==> src/rtl/tanh_pkg.sv <==
`default_nettype none
// ============================================================================
//  Module      : tanh_pkg
//  Description : Shared definitions for the tanh/sigmoid activation unit.
//                Holds the controller state encoding, the function select
//                encoding and the reference saturation codes for a 16-bit
//                Q1.15 result.
//  Revision    : 1.0  initial release
// ============================================================================
package tanh_pkg;

    // Controller states, explicitly encoded in three bits.
    typedef enum logic [2:0] {
        ST_IDLE  = 3'd0,
        ST_ADDR0 = 3'd1,
        ST_ADDR1 = 3'd2,
        ST_CAP1  = 3'd3,
        ST_CALC  = 3'd4,
        ST_DONE  = 3'd5
    } state_t;

    // Function select carried alongside the operand.
    localparam logic FUNC_TANH    = 1'b0;
    localparam logic FUNC_SIGMOID = 1'b1;

    // Saturation codes for the 16-bit result format.
    localparam int          SAT_REF_W    = 16;
    localparam logic [15:0] TANH_SAT_POS = 16'h7FFF;   // +32767
    localparam logic [15:0] TANH_SAT_NEG = 16'h8000;   // -32768
    localparam logic [15:0] SIG_SAT_POS  = 16'h7FFF;   // 32767
    localparam logic [15:0] SIG_SAT_NEG  = 16'h0000;   // 0

endpackage : tanh_pkg
`default_nettype wire

==> src/rtl/lut_interp_core.sv <==
`default_nettype none
// ============================================================================
//  Module      : lut_interp_core
//  Description : Combinational interpolation between two adjacent LUT
//                entries, magnitude clamp and tanh/sigmoid output mapping.
//  Ports       : i_y0, i_y1  - LUT entries at addr and addr+1 (unsigned)
//                i_frac      - interpolation fraction
//                i_sign      - sign of the original operand
//                i_func      - 0 = tanh, 1 = sigmoid
//                o_result    - final activation value
//  Config      : TANH_INTERP_ROUND_EN - when defined, the interpolation step
//                is rounded half up instead of truncated.
//  Revision    : 1.0  initial release
// ============================================================================
module lut_interp_core
    import tanh_pkg::*;
#(
    parameter int FRAC_W = 5,
    parameter int OUT_W  = 16
) (
    input  logic [OUT_W-1:0]  i_y0,
    input  logic [OUT_W-1:0]  i_y1,
    input  logic [FRAC_W-1:0] i_frac,
    input  logic              i_sign,
    input  logic              i_func,
    output logic [OUT_W-1:0]  o_result
);

    // Product width: (OUT_W+1)-bit signed diff times (FRAC_W+1)-bit signed
    // fraction, plus one guard bit so the rounding offset cannot overflow.
    localparam int c_prod_w  = OUT_W + FRAC_W + 2;
    localparam int c_sum_w   = c_prod_w + 1;
    localparam int c_mag_max = (2 ** (OUT_W - 1)) - 1;

    logic signed [OUT_W:0]      w_diff;
    logic signed [FRAC_W:0]     w_frac_s;
    logic signed [c_prod_w-1:0] w_prod;
    logic signed [c_prod_w-1:0] w_prod_adj;
    logic signed [c_prod_w-1:0] w_step;
    logic signed [c_sum_w-1:0]  w_sum;
    logic        [OUT_W-1:0]    w_mag;
    logic        [OUT_W-1:0]    w_t;
    logic        [OUT_W:0]      w_sig_sum;

    always_comb begin
        w_diff   = $signed({1'b0, i_y1}) - $signed({1'b0, i_y0});
        w_frac_s = $signed({1'b0, i_frac});
        w_prod   = c_prod_w'(w_diff) * c_prod_w'(w_frac_s);
`ifdef TANH_INTERP_ROUND_EN
        w_prod_adj = w_prod + c_prod_w'(2 ** (FRAC_W - 1));
`else
        w_prod_adj = w_prod;
`endif
        w_step = w_prod_adj >>> FRAC_W;
        w_sum  = c_sum_w'($signed({1'b0, i_y0})) + c_sum_w'(w_step);

        // Clamp the magnitude into [0, 2^(OUT_W-1)-1] so negation is safe.
        if (w_sum[c_sum_w-1]) begin
            w_mag = '0;
        end else if (w_sum > c_sum_w'(c_mag_max)) begin
            w_mag = OUT_W'(c_mag_max);
        end else begin
            w_mag = w_sum[OUT_W-1:0];
        end

        w_t = i_sign ? (OUT_W'(0) - w_mag) : w_mag;

        // Sigmoid: (t + 2^(OUT_W-1)) >> 1 with t sign-extended by one bit;
        // the carry out of OUT_W+1 bits is discarded by design.
        w_sig_sum = {w_t[OUT_W-1], w_t} + {2'b01, {(OUT_W-1){1'b0}}};

        o_result = (i_func == FUNC_SIGMOID) ? OUT_W'(w_sig_sum >> 1) : w_t;
    end

endmodule : lut_interp_core
`default_nettype wire

==> src/rtl/tanh_sigmoid_unit.sv <==
`default_nettype none
// ============================================================================
//  Module      : tanh_sigmoid_unit
//  Description : Handshaked tanh / sigmoid activation. Folds the operand to
//                a magnitude, detects saturation, fetches two adjacent
//                entries from an external synchronous LUT (latency 1) and
//                interpolates between them. One operation in flight.
//  Ports       : clock, reset           - clock, synchronous active-high reset
//                in_valid/in_ready      - operand handshake
//                in_data, in_func       - operand and function select
//                out_valid/out_ready    - result handshake
//                out_data, out_sat      - result and saturation flag
//                lut_rd_en, lut_addr    - LUT read request
//                lut_data               - LUT read data (cycle after request)
//  Config      : TANH_INTERP_ROUND_EN - round-half-up interpolation step
//                (applied in lut_interp_core).
//  Revision    : 1.0  initial release
// ============================================================================
module tanh_sigmoid_unit
    import tanh_pkg::*;
#(
    parameter int IN_W   = 20,
    parameter int ADDR_W = 12,
    parameter int FRAC_W = 5,
    parameter int OUT_W  = 16
) (
    input  logic              clock,
    input  logic              reset,
    input  logic              in_valid,
    output logic              in_ready,
    input  logic [IN_W-1:0]   in_data,
    input  logic              in_func,
    output logic              out_valid,
    input  logic              out_ready,
    output logic [OUT_W-1:0]  out_data,
    output logic              out_sat,
    output logic              lut_rd_en,
    output logic [ADDR_W-1:0] lut_addr,
    input  logic [OUT_W-1:0]  lut_data
);

    localparam int c_idx_w = ADDR_W + FRAC_W;

    state_t              state_q, state_d;
    logic                ready_q, ready_d;
    logic                sign_q, sign_d;
    logic                func_q, func_d;
    logic [ADDR_W-1:0]   addr_q, addr_d;
    logic [FRAC_W-1:0]   frac_q, frac_d;
    logic [OUT_W-1:0]    y0_q, y0_d;
    logic [OUT_W-1:0]    y1_q, y1_d;
    logic [OUT_W-1:0]    out_data_q, out_data_d;
    logic                out_sat_q, out_sat_d;

    logic [IN_W-1:0]     w_abs;
    logic [IN_W-1:0]     w_mag;
    logic                w_sat;
    logic [ADDR_W-1:0]   w_addr;
    logic [FRAC_W-1:0]   w_frac;
    logic                w_accept;
    logic                w_addr_last;
    logic [OUT_W-1:0]    w_interp;
    logic [OUT_W-1:0]    w_sat_val;
    logic [OUT_W-1:0]    w_tanh_sat_pos;
    logic [OUT_W-1:0]    w_tanh_sat_neg;
    logic [OUT_W-1:0]    w_sig_sat_pos;
    logic [OUT_W-1:0]    w_sig_sat_neg;

    // ------------------------------------------------------------------
    // Operand folding. The most negative input negates to itself, which
    // reads as 2^(IN_W-1) unsigned and therefore lands on the sat path.
    // ------------------------------------------------------------------
    always_comb begin
        w_abs = in_data[IN_W-1] ? (IN_W'(0) - in_data) : in_data;
        w_mag = (in_func == FUNC_SIGMOID) ? (w_abs >> 1) : w_abs;
    end

    generate
        if (IN_W > c_idx_w) begin : g_sat_det
            assign w_sat = |w_mag[IN_W-1:c_idx_w];
        end else begin : g_sat_none
            assign w_sat = 1'b0;
        end
    endgenerate

    assign w_addr      = w_mag[c_idx_w-1:FRAC_W];
    assign w_frac      = w_mag[FRAC_W-1:0];
    assign w_accept    = in_valid && in_ready;
    assign w_addr_last = &addr_q;

    // Saturation codes: package values at the reference width, otherwise
    // full-scale codes derived from OUT_W.
    generate
        if (OUT_W == SAT_REF_W) begin : g_sat_pkg
            assign w_tanh_sat_pos = TANH_SAT_POS;
            assign w_tanh_sat_neg = TANH_SAT_NEG;
            assign w_sig_sat_pos  = SIG_SAT_POS;
            assign w_sig_sat_neg  = SIG_SAT_NEG;
        end else begin : g_sat_gen
            assign w_tanh_sat_pos = {1'b0, {(OUT_W-1){1'b1}}};
            assign w_tanh_sat_neg = {1'b1, {(OUT_W-1){1'b0}}};
            assign w_sig_sat_pos  = {1'b0, {(OUT_W-1){1'b1}}};
            assign w_sig_sat_neg  = '0;
        end
    endgenerate

    always_comb begin
        if (in_func == FUNC_SIGMOID) begin
            w_sat_val = in_data[IN_W-1] ? w_sig_sat_neg : w_sig_sat_pos;
        end else begin
            w_sat_val = in_data[IN_W-1] ? w_tanh_sat_neg : w_tanh_sat_pos;
        end
    end

    lut_interp_core #(
        .FRAC_W (FRAC_W),
        .OUT_W  (OUT_W)
    ) u_core (
        .i_y0     (y0_q),
        .i_y1     (y1_q),
        .i_frac   (frac_q),
        .i_sign   (sign_q),
        .i_func   (func_q),
        .o_result (w_interp)
    );

    // ------------------------------------------------------------------
    // State and datapath registers.
    // ------------------------------------------------------------------
    always_ff @(posedge clock) begin
        if (reset) begin
            state_q    <= ST_IDLE;
            ready_q    <= 1'b0;
            sign_q     <= 1'b0;
            func_q     <= FUNC_TANH;
            addr_q     <= '0;
            frac_q     <= '0;
            y0_q       <= '0;
            y1_q       <= '0;
            out_data_q <= '0;
            out_sat_q  <= 1'b0;
        end else begin
            state_q    <= state_d;
            ready_q    <= ready_d;
            sign_q     <= sign_d;
            func_q     <= func_d;
            addr_q     <= addr_d;
            frac_q     <= frac_d;
            y0_q       <= y0_d;
            y1_q       <= y1_d;
            out_data_q <= out_data_d;
            out_sat_q  <= out_sat_d;
        end
    end

    // ------------------------------------------------------------------
    // Next-state logic.
    // ------------------------------------------------------------------
    always_comb begin
        state_d = state_q;
        case (state_q)
            ST_IDLE:  if (w_accept) state_d = w_sat ? ST_DONE : ST_ADDR0;
            ST_ADDR0: state_d = ST_ADDR1;
            ST_ADDR1: state_d = ST_CAP1;
            ST_CAP1:  state_d = ST_CALC;
            ST_CALC:  state_d = ST_DONE;
            ST_DONE:  if (out_ready) state_d = ST_IDLE;
            default:  state_d = ST_IDLE;
        endcase
    end

    // ------------------------------------------------------------------
    // Datapath next values.
    // ------------------------------------------------------------------
    always_comb begin
        ready_d    = 1'b1;
        sign_d     = sign_q;
        func_d     = func_q;
        addr_d     = addr_q;
        frac_d     = frac_q;
        y0_d       = y0_q;
        y1_d       = y1_q;
        out_data_d = out_data_q;
        out_sat_d  = out_sat_q;
        case (state_q)
            ST_IDLE: begin
                if (w_accept) begin
                    sign_d = in_data[IN_W-1];
                    func_d = in_func;
                    addr_d = w_addr;
                    frac_d = w_frac;
                    if (w_sat) begin
                        out_data_d = w_sat_val;
                        out_sat_d  = 1'b1;
                    end
                end
            end
            ST_ADDR1: begin
                y0_d = lut_data;
                // Top entry has no successor: interpolate against itself.
                if (w_addr_last) y1_d = lut_data;
            end
            ST_CAP1: begin
                if (!w_addr_last) y1_d = lut_data;
            end
            ST_CALC: begin
                out_data_d = w_interp;
                out_sat_d  = 1'b0;
            end
            default: ;
        endcase
    end

    // ------------------------------------------------------------------
    // Outputs decoded from the current state.
    // ------------------------------------------------------------------
    always_comb begin
        in_ready  = 1'b0;
        out_valid = 1'b0;
        lut_rd_en = 1'b0;
        lut_addr  = '0;
        case (state_q)
            ST_IDLE:  in_ready = ready_q;
            ST_ADDR0: begin
                lut_rd_en = 1'b1;
                lut_addr  = addr_q;
            end
            ST_ADDR1: begin
                if (!w_addr_last) begin
                    lut_rd_en = 1'b1;
                    lut_addr  = addr_q + ADDR_W'(1);
                end
            end
            ST_DONE:  out_valid = 1'b1;
            default: ;
        endcase
    end

    assign out_data = out_data_q;
    assign out_sat  = out_sat_q;

endmodule : tanh_sigmoid_unit
`default_nettype wire
==> config.mk <==
export PLATFORM = sky130hd
export DESIGN_NAME = tanh_sigmoid_unit
export DESIGN_NICKNAME = d
export VERILOG_FILES = /design/src/rtl/tanh_pkg.sv /design/src/rtl/lut_interp_core.sv /design/src/rtl/tanh_sigmoid_unit.sv
export SDC_FILE = /design/constraint.sdc
export NUM_CORES = 1
export LEC_CHECK = 0
export ABC_AREA = 0
export BUFFER_PORTS_ARGS = -buffer_cell sky130_fd_sc_hd__buf_2
export CAP_MARGIN = 25
export CORE_ASPECT_RATIO = 1.25
export CORE_MARGIN = 2
export CORE_UTILIZATION = 53
export CTS_BUF_LIST = sky130_fd_sc_hd__clkbuf_16
export CTS_CLUSTER_DIAMETER = 50
export DETAILED_ROUTE_END_ITERATION = 7
export HOLD_SLACK_MARGIN = 0.15
export PLACE_DENSITY_LB_ADDON = 0.12
export SETUP_SLACK_MARGIN = 0.3
export SLEW_MARGIN = 20
export SYNTH_ARGS = -nofsm -noshare
export SYNTH_HDL_FRONTEND = slang
export SYNTH_SLANG_ARGS = --single-unit
export TNS_END_PERCENT = 50
==> constraint.sdc <==
create_clock -name clock -period 9 [get_ports clock]
set_input_delay 0.45 -clock clock [delete_from_list [all_inputs] [get_ports clock]]
set_output_delay 0.45 -clock clock [all_outputs]
set_load 0.02 [all_outputs]
==> impl_results.md <==
- Outcome: complete, but fails checks
- Failing checks: negative setup slack
- Final Cycle Share: 1.00
- Vias per Instance: approximately 5.6
- Num CTS Buffers: 9
- Routed vias: roughly 8,700
- DRC viols: 0
- Synth top area share: 0.157
- FFs w/ async S/R, synth: 0
- Clock buffer depth: 2
- Synthesized area per cell: between 7 and 8 um^2
- EDFF count, synth: 0
- Mapped Area: roughly 0.009 mm^2
- Initial antenna violation count: 0
- Setup slack, reg-to-reg: -40 ps
- Row count: between 50 and 60
- Filler Cell Count: around 1,500
- Gpl congestion: about 0.94
- CTS Sinks: 72
- Post-synthesis register bit count: between 70 and 80
- Clk Latency, worst-skew pair: roughly 340 ps
- Root buffer cell: clkbuf_16
- H-tree depth: 3
- CP dominant cell by count: o21ai_2
- Die width: 122 um
- Cell count after synthesis: 1,215
- # diodes: 0
- Slew HR: 0.424
- Total track usage: 0.269
- Post-Route WL: about 24,000 um
- Final hold violations: 0
- Sequential fraction of the synthesis area: 0.157
- CP peak stage delay: 500 ps
- Largest net degree at the start of global routing: 42
- Worst hold path type: in -> reg
- Worst Path Buf+Inv: 4
- Smallest setup slack after layout: -41.3 ps
- Nets: between 1,000 and 1,500
- Slew Viols, Final: 0
- Synthesized Nets: 1,386
- Gr ovfl total: 0
- CP endpoint: out_data[13]
- Tightest Pin Transition: approximately 860 ps
- Crit-path max FO: 4
- First-iteration detailed-routing DRC count: 387
- Worst Clk Skew: ~12 ps
- I/O pin count: 73
- Crit path max-delay family: compound AO/OA/AOI/OAI gates
- Starting Density: 0.542
- Max-cap violations: 0
- Reg2Reg Depth: 44
- Dpl hpwl: between 15,000 and 20,000 um
- CP Depth: 44
- Yosys top cell by area: dfxtp_1
- Fin crit period: 9040 ps
- Die Height: approximately 150 um
- Reg2reg end: out_data[13]
- Layout area overhead: 19.8%
- TritonRoute pass-1 iters: 5
- RSZ-0062 raised after global routing: true
- Top cells by area, synth: dfxtp_1 (16%), fa_1 (12%), ha_1 (11%)
- First-pass GRT wire length: about 40,000 um
- Crit path launch: y1_q[0]
- Setup-failing EPs final: 2
- Yosys warns: 0
- Vias in the first global route: 8,436
- Dominant synthesized flop cell: dfxtp_1
- WP data required: just over 9000 ps
- Worst Setup Path Type: reg -> reg
- Critical R2R Launch: y1_q[0]
- CTS tree: built
- Buffers added on ports: 72
- Crit path launch type: flip-flop
- WP data arrival: around 9300 ps
- Worst Setup End Kind: flip-flop
- Slowest cell on crit path: fa_1
- Clk slew on worst S/H paths: 60 ps
- Antenna-violating nets left: 0
- Achievable Freq: 111 MHz
- WL/cell: 15.7 um
- DIE AREA: about 0.018 mm^2
- Core outline area: 0.0169 mm^2
- Synth cell types: 85
- Post-layout util: 0.650
- Layout cells sized above 1: 0.213
## layer usage
metal	up-vias	track usage	wire length [um]
met2	164	0.486	12200
met4	0	0.0966	720
met5	-	0	0
li1	4398	-	-
met3	50	0.0188	649
met1	4076	0.337	10700
## what timing repair did
action	CTS	global route
gates resized for setup	35	34
setup buffers	11	7
hold buffers	0	0
setup endpoints to repair	14	16
pin swaps	29	28
endpoints found under the hold margin	0	0
## cell usage in the layout, fill, tap and decap left out, types with 6 or more instances in the layout
master | Yosys | routed
nor4_1 | 7 | 6
nor3_1 | 24 | 24
mux2i_1 | 25 | 25
buf_4 | 3 | 79
fa_1 | 53 | 52
clkbuf_16 | 0 | 9
o211ai_1 | 8 | 8
ha_1 | 77 | 66
dfxtp_1 | 72 | 69
o21ai_0 | 64 | 52
a21oi_1 | 78 | 71
a211oi_1 | 19 | 17
ha_4 | 0 | 8
a21o_1 | 15 | 15
xor2_1 | 18 | 18
o31ai_1 | 8 | 7
or2_2 | 9 | 6
and2_1 | 62 | 59
inv_1 | 114 | 110
nand2b_1 | 13 | 13
o21bai_1 | 9 | 9
o21a_1 | 6 | 6
buf_2 | 4 | 72
nand3_1 | 33 | 32
nor2b_1 | 13 | 11
xnor2_1 | 38 | 36
o21ai_2 | 2 | 9
nand2_1 | 123 | 118
nor2_1 | 138 | 133
mux2_2 | 10 | 10
and3_1 | 16 | 11
o21ai_1 | 6 | 8
## sequential cells by signal, indices dropped and copies added (netlist names)
register / count
state_q: 3
y1_q: 16
addr_q: 12
frac_q: 5
func_q: 1
out_data: 16
sign_q: 1
y0_q: 16
ready_q: 1
out_sat: 1
## cell usage after synthesis (19+ instances only)
library cell / n
a211oi_1: 19
a21oi_1: 78
and2_1: 62
clkbuf_1: 41
dfxtp_1: 72
fa_1: 53
ha_1: 77
inv_1: 114
mux2i_1: 25
nand2_1: 123
nand3_1: 33
nor2_1: 138
nor3_1: 24
o21ai_0: 64
xnor2_1: 38
## worst min-delay path: stages
cell,delay [ps]
buf_2,110
nand2_1,50
a21oi_1,50
## cell families (layout without fill, tap and decap cells)
family                   count (synthesis)  after routing  share of synthesized area
AND/OR/NAND/NOR                        481            481                      0.260
flip-flops                              72             72                      0.157
AO/OA/AOI/OAI                          275            275                      0.198
adder cells (fa/ha/maj)                130            130                      0.221
buffers and inverters                  166            284                     0.0705
multiplexers                            35             35                     0.0396
XOR/XNOR                                56             56                     0.0535
## metrics by stage
stage / instance area (um^2) / setup slack [ps] / cells / hold slack, ps / setup TNS [ps]
2_1_floorplan: 9370 / 193 / 1215 / 454 / 0
3_3_place_gp: 10300 / 3.62 / 1518 / 470 / 0
3_5_place_dp: 10300 / -169 / 1519 / 470 / -503
4_1_cts: 10800 / 137 / 1546 / 348 / 0
5_1_grt: 11000 / -550 / 1553 / 376 / -4690
6_report: 11000 / -41.3 / 1553 / 348 / -82.2
## how the worst min path moves through the flow
stage	start	end	slack (ps)	cells past startpoint
floorplan	y0_q[10]	y0_q[10]	450	2
detailed placement	y0_q[2]	y0_q[2]	470	2
global route	lut_data[12]	y0_q[12]	380	3
CTS	lut_data[1]	y0_q[1]	350	3
global placement	y0_q[4]	y0_q[4]	470	2
finish	lut_data[1]	y0_q[1]	350	3
## cell type report
type                            instances  area, um^2  area share
Tap cell                              220         275      0.0251
Sequential cell                        72        1450       0.132
Clock buffer                            9         225      0.0205
Inverter                              115         432      0.0393
Multi-Input combinational cell        977        7550       0.688
Clock inverter                          7        70.1     0.00638
Timing Repair Buffer                  153         985      0.0896
Power is not shown: default switching activity piles up to over one toggle a cycle in this logic, so the estimate is an artifact.
